[config.mk]
export PLATFORM = sky130hd
export DESIGN_NAME = coef_stream_buf
export DESIGN_NICKNAME = d
export VERILOG_FILES = /design/src/rtl/coef_buf_pkg.sv /design/src/rtl/coef_sat_shl.sv /design/src/rtl/coef_stream_buf.sv
export SDC_FILE = /design/constraint.sdc
export NUM_CORES = 1
export LEC_CHECK = 0
export CAP_MARGIN = 5
export CORE_ASPECT_RATIO = 0.6
export CORE_UTILIZATION = 30
export CTS_CLUSTER_DIAMETER = 80
export DETAILED_ROUTE_END_ITERATION = 10
export GPL_TIMING_DRIVEN = 0
export PLACE_DENSITY_LB_ADDON = 0.15
export SLEW_MARGIN = 20
export SYNTH_ARGS = -nofsm -noshare
export SYNTH_HDL_FRONTEND = slang
export SYNTH_SLANG_ARGS = --single-unit
[constraint.sdc]
create_clock -name clk -period 75.2 [get_ports clk]
set_input_delay 18.8 -clock clk [delete_from_list [all_inputs] [get_ports clk]]
set_output_delay 18.8 -clock clk [all_outputs]
set_load 0.05 [all_outputs]
[src/rtl/coef_buf_pkg.sv]
// Shared types and constants for the coefficient stream buffer.
// The saturating shift (macro COEF_SAT_SHIFT_EN) uses SHIFT_W and sat_limits.
package coef_buf_pkg;

    typedef enum logic {
        IDLE   = 1'b0,
        STREAM = 1'b1
    } state_e;

    // Width of the per-burst left-shift amount.
    localparam int SHIFT_W = 3;

    typedef struct packed {
        logic signed [63:0] lo;
        logic signed [63:0] hi;
    } sat_lim_t;

    // Most negative and most positive two's complement values of width w.
    function automatic sat_lim_t sat_limits(input int unsigned w);
        sat_lim_t l;
        l.hi = (64'sd1 <<< (w - 1)) - 64'sd1;
        l.lo = -(64'sd1 <<< (w - 1));
        return l;
    endfunction

endpackage

[src/rtl/coef_sat_shl.sv]
// Combinational signed shift-left with saturation to the DATA_W range.
// Only present in builds with COEF_SAT_SHIFT_EN defined.
`ifdef COEF_SAT_SHIFT_EN
module coef_sat_shl
    import coef_buf_pkg::*;
#(
    parameter int DATA_W = 16
) (
    input  logic signed [DATA_W-1:0]  din,
    input  logic        [SHIFT_W-1:0] shift,
    output logic signed [DATA_W-1:0]  dout
);

    // Wide enough to hold the largest shift without losing the sign.
    localparam int WIDE_W = DATA_W + (1 << SHIFT_W);
    localparam sat_lim_t LIM = sat_limits(DATA_W);
    localparam logic signed [WIDE_W-1:0] HI = WIDE_W'(LIM.hi);
    localparam logic signed [WIDE_W-1:0] LO = WIDE_W'(LIM.lo);

    logic signed [WIDE_W-1:0] wide;

    // Shift at full precision, then clamp into the output range.
    always_comb begin
        wide = WIDE_W'(din) <<< shift;
        if (wide > HI) begin
            dout = DATA_W'(HI);
        end else if (wide < LO) begin
            dout = DATA_W'(LO);
        end else begin
            dout = wide[DATA_W-1:0];
        end
    end

endmodule
`endif

[src/rtl/coef_stream_buf.sv]
// Writable coefficient store streamed as wrap-around bursts over valid/ready.
// Optional macro COEF_SAT_SHIFT_EN adds a per-burst saturating left shift.
module coef_stream_buf
    import coef_buf_pkg::*;
#(
    parameter int DATA_W = 16,
    parameter int DEPTH  = 40,
    parameter int ADDR_W = 6
) (
    input  logic                     clk,
    input  logic                     rst,
    input  logic                     wr_en,
    input  logic        [ADDR_W-1:0] wr_addr,
    input  logic signed [DATA_W-1:0] wr_data,
    input  logic                     rd_start,
    input  logic        [ADDR_W-1:0] rd_base,
    input  logic        [ADDR_W:0]   rd_len,
`ifdef COEF_SAT_SHIFT_EN
    input  logic       [SHIFT_W-1:0] rd_shift,
`endif
    output logic                     rd_busy,
    output logic                     coef_valid,
    input  logic                     coef_ready,
    output logic signed [DATA_W-1:0] coef_data,
    output logic                     coef_last
);

    // DEPTH_A wraps to 0 when DEPTH == 2**ADDR_W, which makes the base
    // reduction a no-op, exactly as required in that case.
    localparam logic [ADDR_W-1:0] DEPTH_A = ADDR_W'(DEPTH % (2 ** ADDR_W));
    localparam logic [ADDR_W-1:0] LAST_A  = ADDR_W'(DEPTH - 1);
    localparam logic [ADDR_W:0]   DEPTH_X = (ADDR_W + 1)'(DEPTH);

    state_e                   state_q, state_d;
    logic [ADDR_W-1:0]        ptr_q, ptr_d;
    logic [ADDR_W:0]          rem_q, rem_d;
    logic                     coef_valid_q, coef_valid_d;
    logic                     coef_last_q, coef_last_d;
    logic signed [DATA_W-1:0] coef_data_q, coef_data_d;
    logic signed [DATA_W-1:0] mem_q [DEPTH];
    logic signed [DATA_W-1:0] mem_d [DEPTH];

    logic                     start;
    logic                     load;
    logic [ADDR_W-1:0]        base_red;
    logic [ADDR_W:0]          len_clamp;
    logic signed [DATA_W-1:0] fetched;
    logic signed [DATA_W-1:0] out_val;

`ifdef COEF_SAT_SHIFT_EN
    logic [SHIFT_W-1:0] shift_q, shift_d;

    coef_sat_shl #(
        .DATA_W (DATA_W)
    ) u_sat_shl (
        .din   (fetched),
        .shift (shift_q),
        .dout  (out_val)
    );
`else
    assign out_val = fetched;
`endif

    // Reading mem_q (pre-edge contents) gives read-before-write ordering.
    assign fetched    = mem_q[ptr_q];
    assign rd_busy    = (state_q == STREAM);
    assign coef_valid = coef_valid_q;
    assign coef_data  = coef_data_q;
    assign coef_last  = coef_last_q;

    // Write port: out-of-range addresses are dropped.
    always_comb begin
        mem_d = mem_q;
        if (wr_en && ({1'b0, wr_addr} < DEPTH_X)) begin
            mem_d[wr_addr] = wr_data;
        end
    end

    // Burst control and output register next-state.
    always_comb begin
        state_d      = state_q;
        ptr_d        = ptr_q;
        rem_d        = rem_q;
        coef_valid_d = coef_valid_q;
        coef_last_d  = coef_last_q;
        coef_data_d  = coef_data_q;
`ifdef COEF_SAT_SHIFT_EN
        shift_d      = shift_q;
`endif
        base_red  = (rd_base >= DEPTH_A) ? (rd_base - DEPTH_A) : rd_base;
        len_clamp = (rd_len > DEPTH_X) ? DEPTH_X : rd_len;
        start     = (state_q == IDLE) && rd_start && (rd_len != '0);
        load      = (rem_q != '0) && (!coef_valid_q || coef_ready);

        case (state_q)
            IDLE: begin
                if (start) begin
                    state_d = STREAM;
                    ptr_d   = base_red;
                    rem_d   = len_clamp;
`ifdef COEF_SAT_SHIFT_EN
                    shift_d = rd_shift;
`endif
                end
            end
            STREAM: begin
                if (coef_valid_q && coef_ready && coef_last_q) begin
                    state_d = IDLE;
                end
            end
            default: state_d = IDLE;
        endcase

        // rem_q is zero in IDLE, so a load never coincides with a start.
        if (load) begin
            coef_data_d  = out_val;
            coef_valid_d = 1'b1;
            coef_last_d  = (rem_q == (ADDR_W + 1)'(1));
            ptr_d        = (ptr_q == LAST_A) ? '0 : ptr_q + 1'b1;
            rem_d        = rem_q - 1'b1;
        end else if (coef_valid_q && coef_ready) begin
            coef_valid_d = 1'b0;
            coef_last_d  = 1'b0;
        end
    end

    // State, storage and output registers; reset aborts any burst.
    always_ff @(posedge clk or posedge rst) begin
        if (rst) begin
            state_q      <= IDLE;
            ptr_q        <= '0;
            rem_q        <= '0;
            coef_valid_q <= 1'b0;
            coef_last_q  <= 1'b0;
            coef_data_q  <= '0;
`ifdef COEF_SAT_SHIFT_EN
            shift_q      <= '0;
`endif
            for (int i = 0; i < DEPTH; i++) begin
                mem_q[i] <= '0;
            end
        end else begin
            state_q      <= state_d;
            ptr_q        <= ptr_d;
            rem_q        <= rem_d;
            coef_valid_q <= coef_valid_d;
            coef_last_q  <= coef_last_d;
            coef_data_q  <= coef_data_d;
`ifdef COEF_SAT_SHIFT_EN
            shift_q      <= shift_d;
`endif
            mem_q        <= mem_d;
        end
    end

endmodule

==> metrics.md, run 1 <==
| Metric | Value |
|---|---|
| Die height | 251 µm |
| Post-Syn Instances | roughly 2.2k |
| Final hold vios | 0 |
| Sequential area share after synthesis | between 50% and 60% |
| RePlAce Congestion | slightly below 0.9 |
| Largest net degree at the start of global routing | around 110 |
| Die Span X | about 420 µm |
| I/O Pins | 59 |
| Detailed Place HPWL | slightly below 80,000 µm |
| Design area | around 36,000 µm² |
| Post-synth EDFFs | 0 |
| CTS Root Cell | clkbuf_16 |
| Syn Std Cell Area | 31,000 µm² |
| Worst min path class | reg2reg |
| Critical path arrival | around 21 ns |
| Clk_lat worst skew | approximately 0.65 ns |
| Setup TNS | 0 ns |
| Post-synth ARST share | between 90% and 100% |
| Die area | 105,000 µm² |
| Most frequent cells in the layout | dfrtp_1, mux2_2, mux2i_1 |
| Post_cts resized | 0 |
| Critical path startpoint category | primary input |
| Tmin final | between 20 and 25 ns |
| Synth cell types | 49 |
| Area after DPL | 33,200 µm² |
| CTS Buffer Depth | 3 |
| Unrepaired setup endpoints after global routing | no |
| Initial DRC count | roughly 1.7k |
| Yosys warnings | 0 |
| Layout area overhead | 14.9% |
| Post-CTS setup buffers | 0 |
| Hold Slack | 0.500 ns |
| Max_cap viols | 0 |
| Transition time of the tightest slew-check pin | ~1.4 ns |
| Drt wl/cell | about 29 µm |
| First-pass iteration count of the detailed router | 5 |
| Residual DRC count | 0 |
| Final clock skew | roughly 0.016 ns |
| Syn avg cell area | between 10 and 15 µm² |
| Vias in the first global route | roughly 20k |
| H-tree levels | 3 |
| Final ANT Viol Nets | 0 |
| LEAKAGE | between 15 and 20 nW |
| Final Setup Violations | 0 |
| Antenna violations before repair | 3 |
| TritonCTS buffer count | between 70 and 80 |
| CTS tree | built |
| Most common cell after layout, fill and taps aside | dfrtp_1 |
| CTS Hold Bufs | 0 |
| Synth Register Bits | roughly 670 |
| CP Capture Type | flop |
| Net count after synthesis | between 2k and 2.5k |
| Crit-path max FO | 10 |
| Remaining Overflow, GRT | 0 |
| Multi-input gate area | 13,200 µm² |
| Crit path required time | about 76 ns |
| Via count | 19.5k |
| Fillers | between 9k and 10k |
| Setup CP Type | in2reg |
| Clock sink total | about 670 |
| Input/output buffers | 39 |
| Core ar. | between 100,000 and 150,000 µm² |
| Seq. cell area | roughly 17,000 µm² |
| Fraction of layout cells with a size suffix above 1 | between 40% and 50% |
| Nets | approximately 2.3k |
| Peak Freq | between 40 and 50 MHz |
| GRT Overall Usage | between 20% and 30% |
| Worst VDD drop | between 15 and 20 µV |
| Slew margin rel. | about 8.4% |
| DRT Wirelength | roughly 110,000 µm |
| CTS clk-pin slew, worst paths | about 0.06 ns |
| First-pass GRT wire length | between 150,000 and 200,000 µm |
| Ys flop type | dfrtp_1 |
| Initial core utilization | a little under a third |
| Period utilization | 27.8% |
| Row cnt | 90 |
| Status | completed |
| Utilization after layout | approximately a third |
| Pins Over Slew Limit | 0 |
| Via density | about 5.3 |
| Power density cells | roughly 34 nW/µm² |
==> metrics by stage <==
step,total power [mW],setup slack [ns],instances
after CTS,1.22,54.27,3663
final,1.22,54.28,3669
after global placement,0.851,29.37,3525
after detailed placement,0.858,53.57,3536
after global routing,1.27,54.14,3664
after floorplan,0.694,37.56,2152
==> layer usage <==
metal	track usage [%]	routed length, µm
met1	31.8	53800
met2	26.0	40100
met3	9.90	12100
met4	3.82	1590
met5	0	13
==> worst max-delay path, cell delays in order <==
cell and delay (ns):
clkdlybuf4s50_1 0.52, nor2_1 0.18, nand3_1 0.37, nor2_1 0.78
buf_2 0.41, mux2_2 0.38
==> power by group <==
group          switching (mW)  total [mW]  internal (mW)
Sequential             0.0327       0.448          0.415
Combinational           0.258       0.412          0.153
Clock                   0.154       0.359          0.205
Total                   0.444        1.22          0.774
==> final timing paths <==
check | from | endpoint | slack [ns] | depth (start not counted)
min in group asynchronous | rst | mem_q[28] | 18.60 | 2
max in group asynchronous | rst | mem_q[374] | 54.77 | 5
hold reg to reg | mem_q[282] | mem_q[282] | 0.50 | 1
hold / removal | mem_q[282] | mem_q[282] | 0.50 | 1
setup reg to reg | ptr_q[2] | coef_data[5] | 71.30 | 6
setup / recovery | wr_addr[5] | mem_q[385] | 54.28 | 6
==> synth_stat cells, types with 19 or more instances <==
cell type,count,share of area [%]
clkbuf_1,96,1.2
mux2_2,641,23
mux2i_1,134,4.3
mux4_2,96,7.0
buf_2,64,1.0
nand3_1,36,0.58
nor2_1,29,0.35
o21ai_0,19,0.31
a21oi_1,50,0.81
a22oi_1,37,0.90
dfrtp_1,672,54
nand2_1,83,1.0
==> kinds of logic after synthesis <==
family          after synthesis  synth area share (%)
mux                         871                  34.6
compound gates              192                  4.38
simple gates                219                  3.54
flops                       672                  54.3
buf+inv                     194                  2.95
fa+ha+maj                     4                 0.162
==> cell type report <==
cell class / instances / share of cell area (%)
sequential: 672 / 47.3
multi-input combinational: 1286 / 37.2
clock buffer: 110 / 5.98
tap: 1334 / 4.69
buffer: 184 / 2.47
timing repair buffer: 51 / 1.73
clock inverter: 17 / 0.499
inverter: 10 / 0.127
antenna: 5 / 0.0352
==> flip-flops by register name, summed over array words and instances (netlist names) <==
signal / count
coef_last: 1
coef_valid: 1
rd_busy: 1
coef_data: 16
ptr_q: 6
rem_q: 7
mem_q: 640
(Power assumes the default switching activity.)
==> run 2, diff against run 1 <==
- clock period: 75.2 -> 20.5 ns (I/O delays scaled with it)
==> metrics.md, run 2 (synthesis gave the netlist of run 1 again) <==
| Metric | Value |
|---|---|
| Power density cells | 125 nW/µm² (+260%) |
| Antenna violations before repair | 6 (+3) |
| Die height | 251 µm (unchanged) |
| Final ANT Viol Nets | 0 (unchanged) |
| Detailed Place HPWL | 80,800 µm (+1.9%) |
| Residual DRC count | 0 (unchanged) |
| DRT Wirelength | 108,000 µm (+0.63%) |
| First-pass iteration count of the detailed router | 5 (unchanged) |
| H-tree levels | 3 (unchanged) |
| Final hold vios | 0 (unchanged) |
| Nets | 2,335 (+0.65%) |
| Placed Instances | 3,551 (+0.42%) |
| LEAKAGE | 16.4 nW (+0.77%) |
| Max_cap viols | 0 (unchanged) |
| Fraction of layout cells with a size suffix above 1 | 42.2% (+0.36 points) |
| Pre-CTS worst setup slack | 12.51 ns (-41.06 ns) |
| Peak Freq | 137 MHz |
| Vias in the first global route | 20.2k (+0.83%) |
| Max FFs per register | 640 (unchanged) |
| Die Span X | 417 µm (unchanged) |
| Reg-to-reg setup timing slack | 16.84 ns (-54.46 ns) |
| Layout area overhead | 15.8% |
| Min-delay src | mem_q[341] |
| CTS tree | built |
| Reg2reg end | coef_data[0] |
| GRT Overall Usage | 20.9% (+0.12 points) |
| Non-Filler Instances | 3,681 (+0.33%) |
| Drt wl/cell | 29.4 µm (+0.30%) |
| Most common cell after layout, fill and taps aside | dfrtp_1 |
| Reg2reg start | ptr_q[2] |
| CTS Hold Bufs | 0 (unchanged) |
| I/O Pins | 59 (unchanged) |
| Via density | 5.30 (-0.55%) |
| Input/output buffers | 39 (unchanged) |
| Hold Slack | 0.500 ns (+0.000275 ns) |
| First-pass GRT wire length | 155,000 µm (+0.87%) |
| Post_cts resized | 0 (unchanged) |
| Critical path startpoint category | primary input |
| Setup CP Type | in2reg |
| CTS clk-pin slew, worst paths | 0.06 ns (about the same) |
| Worst VDD drop | 62.6 µV (+240%) |
| Clk_lat worst skew | 0.65 ns (about the same) |
| Final Setup Violations | 0 (unchanged) |
| Final clock skew | 0.0104 ns (-0.00546 ns) |
| Hold EP | mem_q[341] |
| Slew margin rel. | 18.8% (+10 points) |
| Design area | 35,900 µm² (+0.82%) |
| Utilization after layout | 35.4% (+0.29 points) |
| Cell Chain, Critical Path | clkdlybuf4s50_1 -> nor2b_1 -> nand3_1 -> nor2_2 -> buf_4 -> mux2_2 |
| Initial DRC count | 1,660 (-2.6%) |
| Hold Path Stages | 1 (unchanged) |
| Area after DPL | 33,500 µm² (+0.82%) |
| Initial core utilization | 30.5% (unchanged) |
| R2R depth | 6 (unchanged) |
| CTS Buffer Depth | 3 (unchanged) |
| Crit path required time | 21.02 ns (-54.72 ns) |
| CP Capture Type | flop |
| Row cnt | 90 (unchanged) |
| Unrepaired setup endpoints after global routing | no |
| TritonCTS buffer count | 70 (-1.4%) |
| Slowest-stage cell, CP | nor2_2 |
| Remaining Overflow, GRT | 0 (unchanged) |
| Period utilization | between 30% and 40% |
| Critical path arrival | 7.83 ns (-13.64 ns) |
| Via count | 19.5k (-0.23%) |
| Most frequent cells in the layout | dfrtp_1, mux2_2, mux2i_1 |
| Max incr delay on CP | 0.80 ns (+0.02 ns) |
| Fin worst setup slack | 13.19 ns (-41.08 ns) |
| Core ar. | 101,000 µm² (unchanged) |
| Setup TNS | 0 ns (unchanged) |
| RePlAce Congestion | 0.884 (+2.0%) |
| Largest Register | mem_q |
| Die area | 105,000 µm² (unchanged) |
| CTS Root Cell | clkbuf_16 |
| Status | completed |
| Transition time of the tightest slew-check pin | 1.22 ns (-0.156 ns) |
| Pins Over Slew Limit | 0 (unchanged) |
| Tmin final | around 7.3 ns |
| Largest net degree at the start of global routing | 36 (-66%) |
| Post-CTS setup buffers | 0 (unchanged) |
| Clock sink total | 672 (unchanged) |
| Crit-path max FO | 10 (unchanged) |
| Worst min path class | reg2reg |
| Pwr Total | 4.47 mW (+270%) |
-- run 2: cell types whose count changed in the layout (fill, tap and decap cells not counted), moves of 2 or more --
cell / delta
buf_12: +21
buf_16: -5
clkinv_2: -4
inv_6: -3
clkbuf_1: -2
clkbuf_8: +2
clkinv_8: +2
-- run 2: how the worst max path moves through the flow --
stage                     startpoint            to  cells after the start
after floorplan                  rst  coef_data[0]                      1
after global placement           rst    mem_q[322]                      2
after detailed placement  wr_addr[5]    mem_q[389]                      6
after CTS                 wr_addr[5]    mem_q[385]                      6
after global routing      wr_addr[4]    mem_q[385]                      6
final                     wr_addr[4]    mem_q[205]                      6
-- run 2: power by group --
part           switching, mW  leakage (nW)  internal [mW]
Clock                  0.549          1.13          0.757
Combinational          0.949          6.34          0.569
Sequential             0.120          8.89           1.52
Total                   1.62          16.4           2.85
-- run 2: worst max-delay path: cells and delay by family --
family        cells  cell delay [ns]
simple gates      3             1.32
buf+inv           2             1.01
mux               1             0.37
-- run 2: per-layer routing --
| layer | share of wire [%] | routed length, µm | GRT usage (%) |
|---|---|---|---|
| met4 | 1.8 | 1990 | 4.72 |
| met1 | 50 | 53800 | 32.5 |
| met3 | 11 | 12100 | 8.37 |
| met2 | 37 | 40400 | 26.4 |
| met5 | 0 | 0 | 0 |
-- run 2: final cells by class --
class	instances	area, µm²
Fill cell	9731	65500
Sequential cell	672	16800
Multi-Input combinational cell	1286	13200
Clock buffer	110	2150
Tap cell	1334	1670
Timing Repair Buffer	67	901
Buffer	184	877
Clock inverter	12	164
Inverter	10	41.3
Antenna cell	6	15.0
==> edit 1, RTL diff (settings of run 2) <==
The option `COEF_SAT_SHIFT_EN` is turned on by a define.
--- a/src/rtl/coef_sat_shl.sv
+++ b/src/rtl/coef_sat_shl.sv
@@ -1,4 +1,6 @@
 // Combinational signed shift-left with saturation to the DATA_W range.
 // Only present in builds with COEF_SAT_SHIFT_EN defined.
+`define COEF_SAT_SHIFT_EN
+
 `ifdef COEF_SAT_SHIFT_EN
 module coef_sat_shl
Ports: changed (added rd_shift); port bits go from 59 to 62. The function was not compared with the original's and may differ.
==> edit 1 against run 2 <==
Design area rose by 4.5%. Wire length rose by 6.7%. Setup slack got worse by 870 ps. Synthesized cell count rose by 5.5%. Non-clock buffer count rose by 5. Count of clock-buffer cells in the layout rose by 1. Synthesized area rose by 4.3%. Sequential cell count rose by 3. Combinational power rose by 18%. Power rose by 8.8%. First-iteration DRC count rose by 11%. Worst hold slack got worse by 4.6 ps. Largest cell class unchanged. Highest routed layer unchanged.
==> edit 1: results (changes against run 2) <==
Status:
- Status: complete, no violations (unchanged).

Synth:
- The register area share after synthesis is 52.34% (was 54.32%).
- The post-synthesis cell type count came to 79 (was 49).
- Biggest area contributors in the synthesized netlist: sky130_fd_sc_hd__dfrtp_1 52%, sky130_fd_sc_hd__mux2_2 23%, sky130_fd_sc_hd__mux4_2 7.7%, sky130_fd_sc_hd__mux2i_1 4.9%, sky130_fd_sc_hd__clkbuf_1 1.5% (was sky130_fd_sc_hd__dfrtp_1 54%, sky130_fd_sc_hd__mux2_2 23%, sky130_fd_sc_hd__mux4_2 7.0%, sky130_fd_sc_hd__mux2i_1 4.3%, sky130_fd_sc_hd__clkbuf_1 1.2%).
- The post-synthesis area per instance is 14.22 sq um (was 14.38 sq um).
- Top post-synthesis cells by count: 675 x sky130_fd_sc_hd__dfrtp_1, 655 x sky130_fd_sc_hd__mux2_2, 159 x sky130_fd_sc_hd__mux2i_1, 132 x sky130_fd_sc_hd__clkbuf_1, 110 x sky130_fd_sc_hd__mux4_2 (was 672 x sky130_fd_sc_hd__dfrtp_1, 641 x sky130_fd_sc_hd__mux2_2, 134 x sky130_fd_sc_hd__mux2i_1, 96 x sky130_fd_sc_hd__clkbuf_1, 96 x sky130_fd_sc_hd__mux4_2).

Critical path:
- The capture instance of the worst register-to-register path is coef_data[7] (was coef_data[0]).
- The beginning of the worst register-to-register path is ptr_q[3] (was ptr_q[2]).
- The highest-delay cell along the critical path is sky130_fd_sc_hd__clkbuf_1 (was sky130_fd_sc_hd__nor2_2).
- The arrival time of the worst setup path is 8710 ps (was 7830 ps).

Drt:
- The DRC marker count from the first detailed-route iteration came to 1,835 (was 1,660).
- The routed wire length is 115,600 um (was 108,300 um).
- The detailed-route wire length per cell is 29.80 um (was 29.42 um).

GRT:
- The met1 capacity usage during global routing is 34.73% (was 32.48%).
- The fraction of met2 tracks used by global routing is 27.07% (was 26.36%).
- The global routing usage on met3 is 5.567% (was 8.371%).
- The overall fraction of global-route tracks in use came to 21.30% (was 20.94%).
- The global-route wire length before repair is 164,900 um (was 155,100 um).
- The number of global-route vias before repair came to 21,740 (was 20,180).
- The pin count of the biggest net entering global routing is 37 (was 36).

Min path:
- The end point of the worst hold path is coef_data[2] (was mem_q[341]).
- The start point of the worst hold path is coef_data[2] (was mem_q[341]).

Place:
- The last weighted congestion value of the routability-driven placer came to 0.8301 (was 0.8842).
- The HPWL after detailed placement came to 84,040 um (was 80,810 um).
- The pre-CTS setup slack was 11,650 ps (was 12,510 ps).
- The number of buffers added on ports came to 42 (was 39).

Clock tree:
- The clock insertion delay at the later pin of the skew report was 670 ps (was 650 ps).
- The CTS buffer count is 72 (was 70).

Timing:
- The maximum clock skew at final layout is 36.57 ps (was 10.45 ps).

Finish:
- The number of nets in the final layout is 2,456 (was 2,335).
edit 1: worst max path at each step:
stage	from	end	slack, ps	cells after the start
2_1_floorplan	rst	coef_data[0]	6140	1
3_3_place_gp	rst	mem_q[637]	1950	2
3_5_place_dp	wr_en	mem_q[401]	11650	8
4_1_cts	wr_en	mem_q[197]	12350	6
5_1_grt	wr_en	mem_q[408]	12180	8
6_report	wr_en	mem_q[197]	12320	6
edit 1: where the power goes:
part / leakage (nW) / switching (mW) / internal (mW) / total, mW
registers: 8.90 / 0.114 / 1.53 / 1.64
logic: 6.91 / 1.11 / 0.680 / 1.79
clock network: 1.24 / 0.575 / 0.851 / 1.43
edit 1: kinds of logic after synthesis:
logic type      count (synthesis)  share of synthesized area (%)
xor+xnor                        1                        0.02714
flops                         675                          52.34
simple gates                  241                          3.419
buf+inv                       208                          3.349
fa+ha+maj                       4                         0.1551
compound gates                216                          5.172
mux                           925                          35.54
edit 1: cell type report:
| class | instances | area share (%) |
|---|---|---|
| flip-flops and latches | 675 | 45.07 |
| multi-input cells | 1387 | 38.18 |
| clock buffers | 111 | 5.849 |
| well taps | 1410 | 4.707 |
| plain buffers | 191 | 2.724 |
| repair buffers | 65 | 2.370 |
| clock inverters | 17 | 0.8880 |
| inverters | 17 | 0.1803 |
| diodes | 5 | 0.03338 |
edit 1: per-stage QoR:
stage	instance area, sq um	hold slack [ps]
2_1_floorplan	32280	470.4
3_5_place_dp	34930	478.2
6_report	37480	495.2
3_3_place_gp	34460	476.6
4_1_cts	37460	491.8
5_1_grt	37470	512.7
edit 1: per-layer routing:
layer / routed length (um) / part of all wire, %
met1: 60550 / 52
met2: 44130 / 38
met3: 8924 / 7.7
met4: 1959 / 1.7
met5: 0 / 0
==> edit 2, RTL diff (config.mk and constraints of run 2) <==
Made on the original files. Take the reset off `coef_data_q` and load it in a clocked block of its own.
--- a/src/rtl/coef_stream_buf.sv
+++ b/src/rtl/coef_stream_buf.sv
@@ -133,5 +133,4 @@
             coef_valid_q <= 1'b0;
             coef_last_q  <= 1'b0;
-            coef_data_q  <= '0;
 `ifdef COEF_SAT_SHIFT_EN
             shift_q      <= '0;
@@ -146,5 +145,4 @@
             coef_valid_q <= coef_valid_d;
             coef_last_q  <= coef_last_d;
-            coef_data_q  <= coef_data_d;
 `ifdef COEF_SAT_SHIFT_EN
             shift_q      <= shift_d;
@@ -154,4 +152,8 @@
     end
 
+    always_ff @(posedge clk) begin
+        coef_data_q <= coef_data_d;
+    end
+
 endmodule
 
Formal check against the unedited RTL: differs if rst is asserted again (counterexample within 4 cycles, from zero or initial values and one cycle with rst high); with rst held inactive, the same outputs for 4 cycles.
==> edit 2 against run 2 <==
Wire length down 9.4%. Largest cell class unchanged. Setup slack worse by 330 ps. Power down 4.8%. Count of clock-buffer cells in the layout down 6. Sequential cell count unchanged. Combinational power down 12%. Critical path type unchanged. Critical endpoint is now mem_q[613]. Maximum frequency down 4.3%. Design area down 1.4%. Synthesized area down 1.4%.
==> edit 2: results (changes against run 2) <==
Synth:
- Top post-synthesis cells by count: 656 x sky130_fd_sc_hd__dfrtp_1, 640 x sky130_fd_sc_hd__mux2_2, 170 x sky130_fd_sc_hd__mux4_2, 105 x sky130_fd_sc_hd__clkbuf_1, 59 x sky130_fd_sc_hd__mux2i_1 (was 672 x sky130_fd_sc_hd__dfrtp_1, 641 x sky130_fd_sc_hd__mux2_2, 134 x sky130_fd_sc_hd__mux2i_1, 96 x sky130_fd_sc_hd__clkbuf_1, 96 x sky130_fd_sc_hd__mux4_2).
- The post-synthesis area per instance is 15.82 sq um (was 14.38 sq um).
- The complex-gate fraction of the synthesized area is 1.746% (was 4.381%).
- The post-synthesis cell type count is 53 (was 49).
- The adder-cell area share of the yosys netlist is 0.1639% (was 0.1617%).
- Biggest area contributors in the synthesized netlist: sky130_fd_sc_hd__dfrtp_1 54%, sky130_fd_sc_hd__mux2_2 24%, sky130_fd_sc_hd__mux4_2 13%, sky130_fd_sc_hd__mux2i_1 1.9%, sky130_fd_sc_hd__edfxtp_1 1.6% (was sky130_fd_sc_hd__dfrtp_1 54%, sky130_fd_sc_hd__mux2_2 23%, sky130_fd_sc_hd__mux4_2 7.0%, sky130_fd_sc_hd__mux2i_1 4.3%, sky130_fd_sc_hd__clkbuf_1 1.2%).
- The net count after synthesis is 1,974 (was 2,196).

GRT:
- The met1 capacity usage during global routing is 32.25% (was 32.48%).
- The number of global-route vias before repair came to 18,480 (was 20,180).
- The fraction of met2 tracks used by global routing is 23.85% (was 26.36%).
- The initial antenna violation count is 8 (was 6).
- The global routing usage on met3 came to 6.088% (was 8.371%).
- The pin count of the biggest net entering global routing is 35 (was 36).

Finish:
- The number of standard cells in the layout, taps in and fillers out is 3,452 (was 3,681).
- The number of nets in the final layout is 2,107 (was 2,335).

Timing:
- The final worst hold slack was 499.8 ps (about the same).
- The transition at the pin with the smallest max-transition slack is 1214 ps (was 1218 ps).

Critical path:
- The capture instance of the worst register-to-register path is coef_data[6] (was coef_data[0]).
- The beginning of the worst register-to-register path is ptr_q[0] (was ptr_q[2]).
- The arrival time of the worst setup path was 8160 ps (was 7830 ps).
- The critical path's largest stage delay is 940 ps (was 800 ps).
- The highest-delay cell along the critical path is sky130_fd_sc_hd__nor3_1 (was sky130_fd_sc_hd__nor2_2).
- The cell depth of the worst flop-to-flop path is 8 (was 6).

Drt:
- The routed wire length is 98,140 um (was 108,300 um).
- The detailed-routed wire length on met3 came to 7493 um (was 12,130 um).
- The length of routed met2 wiring is 36,960 um (was 40,440 um).

Power:
- The leakage power summed over all cells is 16.01 nW (was 16.36 nW).
- The peak ir drop on the vdd network came to 0.06682 mV (was 0.06264 mV).

Place:
- The number of cells in the design after placement is 3,326 (was 3,551).
- The pre-CTS setup slack came to 12,150 ps (was 12,510 ps).
- The cell area reported after detailed placement is 0.03309 sq mm (was 0.03351 sq mm).

Status:
- Status: complete, no violations (unchanged).
## edit 2: changes by cell type after synthesis, moves of 16 or more
| cell | run 2 | this run |
|---|---|---|
| sky130_fd_sc_hd__dfrtp_1 | 672 | 656 |
| sky130_fd_sc_hd__a21oi_1 | 50 | 4 |
| sky130_fd_sc_hd__nor2_2 | 18 | 0 |
| sky130_fd_sc_hd__a221oi_1 | 18 | 0 |
| sky130_fd_sc_hd__nor2_1 | 29 | 52 |
| sky130_fd_sc_hd__mux4_2 | 96 | 170 |
| sky130_fd_sc_hd__mux2i_1 | 134 | 59 |
| sky130_fd_sc_hd__nand3_1 | 36 | 9 |
| sky130_fd_sc_hd__nand2_1 | 83 | 38 |
| sky130_fd_sc_hd__a211oi_1 | 18 | 2 |
| sky130_fd_sc_hd__a41oi_1 | 16 | 0 |
| sky130_fd_sc_hd__a22oi_1 | 37 | 1 |
| sky130_fd_sc_hd__edfxtp_1 | 0 | 16 |
| sky130_fd_sc_hd__buf_2 | 64 | 37 |
## edit 2: power breakdown
group / switching (mW) / total [mW] / internal (mW) / leakage [nW]
sequential: 0.101 / 1.63 / 1.53 / 8.86
combinational: 0.782 / 1.34 / 0.560 / 6.06
clock: 0.551 / 1.28 / 0.726 / 1.09
total: 1.43 / 4.25 / 2.82 / 16.0
## edit 2: cell type report
type                            instances  area [sq um]  share of cell area [%]
Clock inverter                         12         138.9                  0.3929
Timing Repair Buffer                   62         860.8                   2.435
Antenna cell                           10         25.02                 0.07080
Buffer                                162         714.4                   2.021
Tap cell                             1334          1669                   4.722
Clock buffer                          104          2083                   5.894
Multi-Input combinational cell       1087         12920                   36.55
Inverter                                9         37.54                  0.1062
Sequential cell                       672         16900                   47.80
